## src/rtl/resp_capture_pkg.sv

```systemverilog
// Shared definitions for the response-capture block: FSM states, MISR polynomial
// and the record layout pushed into the record FIFO.
package resp_capture_pkg;

    typedef enum logic [1:0] {
        ST_IDLE    = 2'd0,
        ST_CAPTURE = 2'd1,
        ST_DRAIN   = 2'd2,
        ST_DONE    = 2'd3
    } state_e;

    localparam logic [15:0] POLY = 16'h1021;

    // Record layout at the default pattern width; rec_data is this packed struct.
    localparam int REC_PAT_W = 5;

    typedef struct packed {
        logic [REC_PAT_W-1:0] pattern;
        logic                 resp;
    } rec_t;

endpackage

```

## src/rtl/resp_fifo.sv

```systemverilog
// Small first-word-fall-through FIFO for capture records; push while full is
// accepted only when a pop happens in the same cycle.
module resp_fifo #(
    parameter int W     = 6,
    parameter int DEPTH = 4
) (
    input  logic         clk,
    input  logic         rst_n,
    input  logic         push,
    input  logic         pop,
    input  logic [W-1:0] din,
    output logic [W-1:0] dout,
    output logic         full,
    output logic         empty
);

    localparam int AW = $clog2(DEPTH);

    logic [W-1:0] mem [DEPTH];
    logic [AW:0]  wr_ptr_reg;
    logic [AW:0]  rd_ptr_reg;
    logic         do_push;
    logic         do_pop;

    // Extra pointer bit distinguishes full from empty when the indices match.
    assign empty   = (wr_ptr_reg == rd_ptr_reg);
    assign full    = (wr_ptr_reg[AW] != rd_ptr_reg[AW]) &&
                     (wr_ptr_reg[AW-1:0] == rd_ptr_reg[AW-1:0]);
    assign do_pop  = pop && !empty;
    assign do_push = push && (!full || do_pop);

    always_ff @(posedge clk) begin
        if (do_push) begin
            mem[wr_ptr_reg[AW-1:0]] <= din;
        end
    end

    always_ff @(posedge clk or negedge rst_n) begin
        if (!rst_n) begin
            wr_ptr_reg <= '0;
            rd_ptr_reg <= '0;
        end else begin
            if (do_push) wr_ptr_reg <= wr_ptr_reg + 1'b1;
            if (do_pop)  rd_ptr_reg <= rd_ptr_reg + 1'b1;
        end
    end

    // Head is shown combinationally so a record is visible the cycle after its push.
    assign dout = empty ? '0 : mem[rd_ptr_reg[AW-1:0]];

endmodule

```

## src/rtl/resp_capture.sv

```systemverilog
// Sweeps 2^PAT_W stimulus samples: checks pattern order, counts response
// mismatches, compacts responses into a MISR and forwards {pattern, resp} records.
module resp_capture
    import resp_capture_pkg::*;
#(
    parameter int PAT_W  = 5,
    parameter int DEPTH  = 4,
    parameter int MISR_W = 16
) (
    input  logic              CK,
    input  logic              reset,
    input  logic              start,
    input  logic              smp_valid,
    input  logic [PAT_W-1:0]  smp_pattern,
    input  logic              smp_resp,
    input  logic              smp_golden,
    output logic              rec_valid,
    input  logic              rec_ready,
    output logic [PAT_W:0]    rec_data,
    output logic [PAT_W:0]    mismatch_cnt,
    output logic [MISR_W-1:0] signature,
    output logic              overflow,
    output logic              seq_err,
    output logic              done
);

    localparam logic [MISR_W-1:0] POLY_W   = MISR_W'(POLY);
    localparam logic [PAT_W:0]    CNT_MAX  = {1'b1, {PAT_W{1'b0}}};
    localparam logic [PAT_W-1:0]  IDX_LAST = {PAT_W{1'b1}};

    state_e              state_reg;
    logic [PAT_W-1:0]    idx_reg;
    logic [PAT_W:0]      mismatch_cnt_reg;
    logic [MISR_W-1:0]   sig_reg;
    logic [MISR_W-1:0]   sig_next;
    logic                overflow_reg;
    logic                seq_err_reg;
    logic                done_reg;
    logic                sample_fire;
    logic                rec_pop;
    logic                fifo_full;
    logic                fifo_empty;

    assign sample_fire = (state_reg == ST_CAPTURE) && smp_valid;
    assign rec_valid   = !fifo_empty;
    assign rec_pop     = rec_valid && rec_ready;

    assign sig_next = {sig_reg[MISR_W-2:0], 1'b0}
                    ^ (sig_reg[MISR_W-1] ? POLY_W : '0)
                    ^ {{(MISR_W-1){1'b0}}, smp_resp};

    resp_fifo #(
        .W     (PAT_W + 1),
        .DEPTH (DEPTH)
    ) u_fifo (
        .clk   (CK),
        .rst_n (reset),
        .push  (sample_fire),
        .pop   (rec_pop),
        .din   ({smp_pattern, smp_resp}),
        .dout  (rec_data),
        .full  (fifo_full),
        .empty (fifo_empty)
    );

    always_ff @(posedge CK or negedge reset) begin
        if (!reset) begin
            state_reg        <= ST_IDLE;
            idx_reg          <= '0;
            mismatch_cnt_reg <= '0;
            sig_reg          <= '0;
            overflow_reg     <= 1'b0;
            seq_err_reg      <= 1'b0;
            done_reg         <= 1'b0;
        end else begin
            case (state_reg)
                ST_IDLE, ST_DONE: begin
                    if (start) begin
                        state_reg        <= ST_CAPTURE;
                        idx_reg          <= '0;
                        mismatch_cnt_reg <= '0;
                        sig_reg          <= '1;
                        overflow_reg     <= 1'b0;
                        seq_err_reg      <= 1'b0;
                        done_reg         <= 1'b0;
                    end
                end
                ST_CAPTURE: begin
                    if (smp_valid) begin
                        if (smp_pattern != idx_reg) seq_err_reg <= 1'b1;
                        if ((smp_resp != smp_golden) && (mismatch_cnt_reg != CNT_MAX))
                            mismatch_cnt_reg <= mismatch_cnt_reg + 1'b1;
                        // Full FIFO drops the record unless the head leaves this cycle.
                        if (fifo_full && !rec_pop) overflow_reg <= 1'b1;
                        sig_reg <= sig_next;
                        idx_reg <= idx_reg + 1'b1;
                        if (idx_reg == IDX_LAST) state_reg <= ST_DRAIN;
                    end
                end
                ST_DRAIN: begin
                    if (fifo_empty) begin
                        state_reg <= ST_DONE;
                        done_reg  <= 1'b1;
                    end
                end
                default: state_reg <= ST_IDLE;
            endcase
        end
    end

    assign mismatch_cnt = mismatch_cnt_reg;
    assign signature    = sig_reg;
    assign overflow     = overflow_reg;
    assign seq_err      = seq_err_reg;
    assign done         = done_reg;

endmodule

```

## config.mk

```make
export PLATFORM = sky130hd
export DESIGN_NAME = resp_capture
export DESIGN_NICKNAME = d
export VERILOG_FILES = /design/src/rtl/resp_capture_pkg.sv /design/src/rtl/resp_fifo.sv /design/src/rtl/resp_capture.sv
export SDC_FILE = /design/constraint.sdc
export NUM_CORES = 1
export LEC_CHECK = 0
export ABC_AREA = 1
export ABC_CLOCK_PERIOD_IN_PS = 1500
export CAP_MARGIN = 20
export CORE_UTILIZATION = 35
export DETAILED_ROUTE_END_ITERATION = 10
export SKIP_LAST_GASP = 1
export SYNTH_ARGS = -nofsm -noshare
export SYNTH_HDL_FRONTEND = slang
export SYNTH_SLANG_ARGS = --single-unit
export TNS_END_PERCENT = 50
```

## constraint.sdc

```tcl
create_clock -name CK -period 1.5 [get_ports CK]
set_input_delay 0.3 -clock CK [delete_from_list [all_inputs] [get_ports CK]]
set_output_delay 0.3 -clock CK [all_outputs]
set_load 0.05 [all_outputs]
```

==> results.py, run 1 <==
metrics = {
    "yosys": {
        "ys_ff_latch": 62,
        "ys_seq_area_share_pct": 55.9,
        "netlist_area_um2": 2990,
        "synth_fp_nets": 343,
        "synth_top_area_cell": "dfrtp_1",
        "synth_flop_cell": "dfrtp_1",
        "syn-instance-count": 320,
        "synth_top_area_share_pct": 31.8,
        "synthTopCellsByArea": "dfrtp_1, edfxtp_1, nand2_1",
        "synth_cell_types": 31,
        "async_reset_ff_share_pct": 61.3,
        "postSynthAreaPerCell_um2": 9.34,
        "synth_edf_count": 24,
        "yosys_warnings": 0,
    },
    "placement": {
        "dp_hpwl_um": 4800,
        "port_buffers": 43,
        "gp_congestion": 0.810,
        "dpl.cell_count": 501,
    },
    "power_and_ir_drop": {
        "p_total_mw": 12.6,
        "irDropWorstVdd_uv": 1630,
        "cellLeakagePower_nw": 2.23,
        "powerDensity_nw_per_um2": 2600,
    },
    "sta": {
        "period_share_pct": 124,
        "fin_skew_ps": 8.00,
        "worst_slack_ps": -357,
        "clock.fmax_mhz": 538,
        "whs_ps": 475,
        "worstMarginPinSlew_ps": 311,
        "hold_viol_final": 0,
        "finalSetupViolations": 62,
        "rsz0062_at_grt": "true",
        "slew_headroom_pct": 79.2,
        "post-route-min-period_ps": 1860,
        "maxSlewViolCount": 0,
    },
    "floorplan": {
        "die_area_um2": 8920,
        "floorplan.initialDensity_pct": 36.2,
        "fp.coreArea_um2": 8260,
        "dieWidth_um": 94.4,
        "rows": 33,
        "dieHeight_um": 94.4,
        "ioPinCount": 44,
    },
    "status": {
        "violations": "setup timing",
        "status": "finished, violations left",
    },
    "critical_path": {
        "cp.arrival_ps": 1560,
        "r2r_end": "mismatch_cnt[2]",
        "worst-setup-path-type": "flop to primary output",
        "critPathMaxFanout": 6,
        "r2r_slack_ps": -160,
        "rr_worst_depth": 11,
        "startpoint_type": "flop",
        "endpoint_kind": "primary output",
        "regToRegStartpoint": "state_reg[0]",
        "critPathRequiredTime_ps": 1200,
    },
    "final_layout": {
        "nNetsFinal": 446,
        "drive_gt1_share_pct": 40.2,
        "final_common_cell": "nand2_1",
        "final_cell_mix": "nand2_1, inv_1, buf_12, dfrtp_1, buf_4",
        "utilization_pct": 58.8,
        "largest_reg_flops": 24,
        "final_cells": 533,
        "area_growth_pct": 62.3,
        "antenna_cells": 0,
        "fill_cells": 678,
    },
    "grt": {
        "grt_pass1_vias": 2688,
        "grt_start_max_net_pins": 39,
        "grt_antenna_before_repair": 0,
        "grt_remaining_overflow": 0,
        "grt_pass1_wl_um": 12400,
        "grt_usage_pct": 18.3,
    },
    "clock_network": {
        "cts_root_buffer": "clkbuf_8",
        "cts.sinks": 62,
        "clockBufferDepth": 2,
        "htreeDepth": 3,
        "clk_pin_slew_ps": 70,
        "cts_tree": "built",
        "worst_skew_pair.late_latency_ps": 330,
        "cts_inserted_buffers": 9,
    },
    "flow_run": {
        "drv_cap": 0,
    },
    "drt": {
        "dr.first_iter.drc_count": 106,
        "viasPerCell": 4.77,
        "dr_total_vias": 2542,
        "drcViolationCount": 0,
        "wl_per_cell_um": 13.8,
        "ant_nets": 0,
        "first_pass_iters": 5,
        "totalWireLength_um": 7380,
    },
    "min_path": {
        "min_path_type": "primary input to asynchronous set/reset pin",
    },
}
-- synth_stat cells, types with 2 or more instances --
cell,instances
a21oi_1,7
a22oi_1,12
a32oi_1,2
buf_2,3
dfrtp_1,38
edfxtp_1,24
ha_1,11
inv_1,51
inv_2,5
nand2_1,67
nand2_2,3
nand2_4,2
nand3_1,12
nand4_1,3
nor2_1,35
o21ai_0,16
o21ai_1,3
o22ai_1,6
or2_2,2
xnor2_1,4
xor2_1,4
-- worst max-delay path: stages, from the launching register on --
cell and delay (ps):
dfrtp_2 450, inv_2 130, buf_6 150, nor2_2 40, o22ai_2 160, nand2_2 80
clkinvlp_4 80, buf_12 130
-- logic make-up after synthesis --
| logic type | synth area share (%) |
|---|---|
| AOI/OAI and AO/OA | 9.79 |
| buffers and inverters | 8.16 |
| xor gates and xnor gates | 2.34 |
| adders and majority gates | 4.60 |
| and+or+nand+nor | 19.2 |
| DFF | 55.9 |
-- stage by stage --
stage | area, um^2 | worst slack [ps] | TNS [ps]
after floorplan | 3020 | -86.9 | -2350
after global placement | 4200 | -176 | -7360
after detailed placement | 4200 | -234 | -9010
after CTS | 4720 | -345 | -4190
after global routing | 4850 | -430 | -8760
final | 4850 | -357 | -5270
-- timing repair --
action	CTS	global route
pin swaps	16	14
setup endpoints to repair	60	63
gates cloned	3	1
setup buffers	10	4
hold buffers	1	0
gates resized for setup	44	42
hold endpoints to repair	38	0
-- routing by layer --
metal  GRT usage, %  up-vias  wire length [um]
met2           31.7       55              3860
met4           5.77        0                97
met5              0        -                 0
li1               -     1249                 -
met1           22.3     1226              3130
met3           4.59       12               299
-- final cells by class --
class / instances / area, um^2 / area share (%)
inverter: 56 / 221 / 4.56
clock inverter: 7 / 88.8 / 1.83
tap: 105 / 131 / 2.71
multi-input combinational: 197 / 1310 / 27.1
clock buffer: 9 / 124 / 2.55
timing repair buffer: 97 / 1300 / 26.8
sequential: 62 / 1670 / 34.5
-- worst max-delay path by stage --
stage | slack, ps | end | from | depth (start not counted)
detailed placement | -230 | signature[0] | start | 8
global route | -430 | rec_data[1] | u_fifo.rd_ptr_reg[0] | 7
CTS | -350 | rec_data[1] | u_fifo.rd_ptr_reg[0] | 7
finish | -360 | rec_data[1] | u_fifo.rd_ptr_reg[0] | 7
global placement | -180 | signature[0] | start | 8
floorplan | -90 | u_fifo.mem[0][0] | u_fifo.rd_ptr_reg[1] | 7
-- report_power, final --
| group | leakage, nW | internal, mW | switching [mW] | total, mW |
|---|---|---|---|---|
| combinational | 1.47 | 3.96 | 4.37 | 8.33 |
| clock | 0.103 | 0.923 | 0.649 | 1.57 |
| sequential | 0.652 | 2.25 | 0.470 | 2.72 |
Power figures use the tool's default switching activity.
==> inputs of run 2 (changes only) <==
Settings changed: SETUP_SLACK_MARGIN set to 0.2.
==> results.py, run 2 (synthesis results as in run 1) <==
metrics = {
    "final_layout": {
        "final_cell_mix": "nand2_1, inv_1, buf_12, dfrtp_1, buf_4",
        "antenna_cells": 0,
        "area_growth_pct": 64.9,
        "final_common_cell": "nand2_1",
        "largest_reg_flops": 24,
        "drive_gt1_share_pct": 42.2,
        "nNetsFinal": 445,
        "fill_cells": 683,
        "design_area_um2": 4930,
    },
    "grt": {
        "grt_start_max_net_pins": 39,
        "grt_pass1_vias": 2489,
        "grt_pass1_wl_um": 11800,
        "grt_remaining_overflow": 0,
        "grt_usage_pct": 17.5,
        "grt_antenna_before_repair": 0,
    },
    "floorplan": {
        "dieWidth_um": 94.4,
        "die_area_um2": 8920,
        "fp.coreArea_um2": 8260,
        "rows": 33,
        "ioPinCount": 44,
        "dieHeight_um": 94.4,
        "floorplan.initialDensity_pct": 36.2,
    },
    "placement": {
        "place_area_um2": 4220,
        "gp_congestion": 0.849,
        "dp_hpwl_um": 4610,
        "preCtsSetupSlack_ps": -185,
        "port_buffers": 43,
    },
    "clock_network": {
        "clockBufferDepth": 2,
        "cts_tree": "built",
        "cts_root_buffer": "clkbuf_8",
        "cts_inserted_buffers": 9,
        "htreeDepth": 3,
        "cts.sinks": 62,
        "worst_skew_pair.late_latency_ps": 340,
        "clk_pin_slew_ps": 70,
    },
    "drt": {
        "first_pass_iters": 4,
        "wl_per_cell_um": 13.8,
        "dr_total_vias": 2495,
        "totalWireLength_um": 7350,
        "viasPerCell": 4.69,
        "drcViolationCount": 0,
        "dr.first_iter.drc_count": 51,
        "ant_nets": 0,
    },
    "min_path": {
        "min_path_type": "primary input to asynchronous set/reset pin",
    },
    "sta": {
        "period_share_pct": 120,
        "hold_viol_final": 0,
        "fin_skew_ps": 3.87,
        "post-route-min-period_ps": 1810,
        "worstMarginPinSlew_ps": 318,
        "worst_slack_ps": -306,
        "rsz0062_at_grt": "true",
        "finalSetupViolations": 46,
        "slew_headroom_pct": 78.8,
        "clock.fmax_mhz": 554,
        "maxSlewViolCount": 0,
    },
    "critical_path": {
        "startpoint": "u_fifo.rd_ptr_reg[0]",
        "worst-setup-path-type": "flop to primary output",
        "r2r_end": "signature[10]",
        "critPathRequiredTime_ps": 1200,
        "endpoint_kind": "primary output",
        "startpoint_type": "flop",
        "worst-path-buf-inv": 4,
        "critPathMaxStageDelay_ps": 420,
        "cp_common_cell": "inv_2",
        "rr_worst_depth": 8,
        "cpLargestDelayFamily": "buffers and inverters",
        "crit_slowest_cell": "dfrtp_1",
        "crit_chain": "inv_2 -> buf_8 -> nor2_4 -> o22ai_2 -> nand2_1 -> inv_2 -> buf_12",
        "cp.arrival_ps": 1510,
        "regToRegStartpoint": "state_reg[1]",
        "critPathMaxFanout": 6,
        "r2r_slack_ps": -150,
    },
    "power_and_ir_drop": {
        "cellLeakagePower_nw": 2.25,
        "irDropWorstVdd_uv": 1430,
        "powerDensity_nw_per_um2": 2630,
    },
    "status": {
        "status": "finished, violations left",
        "violations": "setup timing",
    },
    "flow_run": {
        "drv_cap": 0,
    },
}
run 2: cell count changes in the layout (fill, tap and decap cells not counted), moves of 2 or more:
cell      previous run  this run
nor2_4               7        10
nand3_2              0         2
ha_1                 9         7
buf_6               12         8
inv_4                1         4
o22ai_1              5         3
nand3_1             12        10
buf_16               1         4
clkinv_2             2         0
ha_2                 0         2
nor2_1              26        24
o22ai_2              1         3
run 2: final cells by class:
type	count	area, um^2	share of cell area (%)
flip-flops and latches	62	1680	34.0
clock buffers	11	141	2.87
well taps	105	131	2.66
repair buffers	96	1330	26.9
inverters	56	220	4.46
clock inverters	5	83.8	1.70
multi-input cells	197	1350	27.4
run 2: layer usage:
layer	vias up	share of wire, %	global-route usage, %
met5	-	0	0
met4	0	1.1	5.00
met3	8	3.1	4.59
met2	54	53	29.8
met1	1193	43	21.8
li1	1240	-	-
run 2: worst max path at each step:
| stage | end | slack, ps | depth (start not counted) |
|---|---|---|---|
| final | rec_data[1] | -310 | 7 |
| after CTS | rec_data[4] | -300 | 7 |
| after detailed placement | signature[0] | -190 | 8 |
| after global routing | rec_data[1] | -420 | 7 |
| after global placement | signature[0] | -140 | 8 |
| after floorplan | rec_data[0] | -20 | 6 |
run 2: through the flow:
stage	hold WS [ps]	power (mW)	std cells	util, %	TNS [ps]
floorplan	4.41	6.34	320	-	-124
global placement	292	9.30	497	51.1	-5430
detailed placement	294	9.39	497	51.1	-6060
CTS	468	12.3	528	57.6	-4230
global route	466	13.7	532	59.7	-9760
finish	452	13.0	532	59.7	-4490
run 2: worst min-delay path: stages:
cell           delay (ps)
dlygate4sd3_1         520
buf_2                 120
buf_12                220
run 2: where the power goes:
part | internal (mW) | leakage (nW) | total [mW] | switching, mW
logic | 4.18 | 1.49 | 8.61 | 4.42
registers | 2.25 | 0.651 | 2.70 | 0.454
clock network | 0.984 | 0.106 | 1.66 | 0.679
run 2: what timing repair did:
item	CTS	global route
hold buffers	1	0
setup endpoints to repair	72	73
pin swaps	19	12
resized for setup	45	39
hold endpoints to repair	38	0
gates cloned	5	0
setup buffers	9	4
==> inputs of run 3 (changes only) <==
Settings changed: ABC_CLOCK_PERIOD_IN_PS 1500 to 2000, CORE_ASPECT_RATIO set to 0.8.
Clock period 1.5 ns to 2 ns, I/O delays scaled along.
==> results.py, run 3 (synthesis results as in run 1) <==
metrics = {
    "critical_path": {
        "crit_slowest_cell": "dfrtp_2",
        "worst-path-buf-inv": 4,
        "cp_common_cell": "inv_2",
        "endpoint_kind": "primary output",
        "critPathRequiredTime_ps": 1600,
        "cpLargestDelayFamily": "buffers and inverters",
        "cp.arrival_ps": 1530,
        "critPathMaxStageDelay_ps": 440,
        "worst-setup-path-type": "flop to primary output",
        "crit_chain": "inv_2 -> buf_8 -> nor2_4 -> o22ai_2 -> nand2_1 -> inv_2 -> buf_12",
        "critPathMaxFanout": 7,
        "startpoint_type": "flop",
    },
    "final_layout": {
        "fill_cells": 748,
        "nNetsFinal": 421,
        "utilization_pct": 50.1,
        "final_cells": 511,
        "multi_input_area_um2": 1150,
        "drive_gt1_share_pct": 24.8,
        "area_growth_pct": 35.6,
        "final_common_cell": "nand2_1",
        "antenna_cells": 0,
        "largest_reg_flops": 24,
        "design_area_um2": 4050,
        "register_area_um2": 1680,
        "final_cell_mix": "nand2_1, inv_1, dfrtp_1, buf_4, nor2_1",
    },
    "clock_network": {
        "clk_pin_slew_ps": 70,
        "cts_tree": "built",
        "cts_root_buffer": "clkbuf_8",
        "clockBufferDepth": 2,
        "cts.sinks": 62,
        "worst_skew_pair.late_latency_ps": 350,
        "hold_buffers": 0,
        "cts_inserted_buffers": 9,
        "htreeDepth": 3,
    },
    "drt": {
        "dr.first_iter.drc_count": 116,
        "wl_per_cell_um": 13.0,
        "dr_total_vias": 2413,
        "first_pass_iters": 4,
        "ant_nets": 0,
        "drcViolationCount": 0,
        "totalWireLength_um": 6640,
        "viasPerCell": 4.72,
    },
    "sta": {
        "slew_headroom_pct": 65.8,
        "clock.fmax_mhz": 519,
        "maxSlewViolCount": 0,
        "tns_ps": 0,
        "finalSetupViolations": 0,
        "worst_slack_ps": 72.3,
        "period_share_pct": 96.4,
        "hold_viol_final": 0,
        "rsz0062_at_grt": "true",
        "worstMarginPinSlew_ps": 511,
        "fin_skew_ps": 11.8,
        "post-route-min-period_ps": 1930,
        "whs_ps": 93.6,
    },
    "min_path": {
        "min_path_type": "primary input to asynchronous set/reset pin",
    },
    "floorplan": {
        "dieHeight_um": 84.7,
        "fp.coreArea_um2": 8090,
        "dieWidth_um": 105,
        "ioPinCount": 44,
        "die_area_um2": 8920,
        "rows": 29,
        "floorplan.initialDensity_pct": 37.0,
    },
    "placement": {
        "preCtsSetupSlack_ps": 44.8,
        "dpl.cell_count": 481,
        "port_buffers": 43,
        "place_area_um2": 3690,
        "gp_congestion": 0.806,
        "dp_hpwl_um": 4510,
    },
    "grt": {
        "grt_remaining_overflow": 0,
        "grt_pass1_vias": 2363,
        "grt_antenna_before_repair": 0,
        "grt_start_max_net_pins": 39,
        "grt_usage_pct": 16.0,
        "grt_pass1_wl_um": 11000,
    },
    "flow_run": {
        "drv_cap": 0,
    },
    "power_and_ir_drop": {
        "p_total_mw": 7.43,
        "powerDensity_nw_per_um2": 1830,
        "cellLeakagePower_nw": 1.91,
        "irDropWorstVdd_uv": 902,
    },
    "status": {
        "status": "completed",
    },
}
[run 3: area by class of cell]
| type | instances | area share, % |
|---|---|---|
| Multi-Input combinational cell | 197 | 28.3 |
| Clock buffer | 12 | 3.33 |
| Sequential cell | 62 | 41.3 |
| Inverter | 56 | 5.19 |
| Tap cell | 108 | 3.33 |
| Timing Repair Buffer | 72 | 17.4 |
| Clock inverter | 4 | 1.14 |
[run 3: power breakdown]
part / internal, mW / leakage, nW / switching [mW]
clock: 0.573 / 0.0947 / 0.485
sequential: 1.69 / 0.652 / 0.243
combinational: 1.67 / 1.16 / 2.77
total: 3.93 / 1.91 / 3.50
[run 3: per-layer routing]
metal | vias up | routed length (um) | track usage (%)
met3 | 12 | 330 | 4.81
met4 | 0 | 94 | 5.51
met1 | 1153 | 3080 | 20.8
li1 | 1192 | - | -
met2 | 56 | 3140 | 25.6
met5 | - | 0 | 0
[run 3: worst paths after layout]
kind	end	startpoint	slack (ps)	cells after the start
max	rec_data[0]	u_fifo.rd_ptr_reg[0]	70	7
min	u_fifo.wr_ptr_reg[2]	reset	90	2
max reg2reg	signature[0]	state_reg[0]	230	8
min reg2reg	done	done	490	2
max in group asynchronous	mismatch_cnt[0]	reset	1540	2
min in group CK	done	done	490	2
[run 3: what timing repair did]
action                                  CTS  global route
pin swaps                                10            11
gates resized for setup                  41            28
cloned                                    2             0
endpoints found under the setup margin   52            54
setup buffers                             9             3
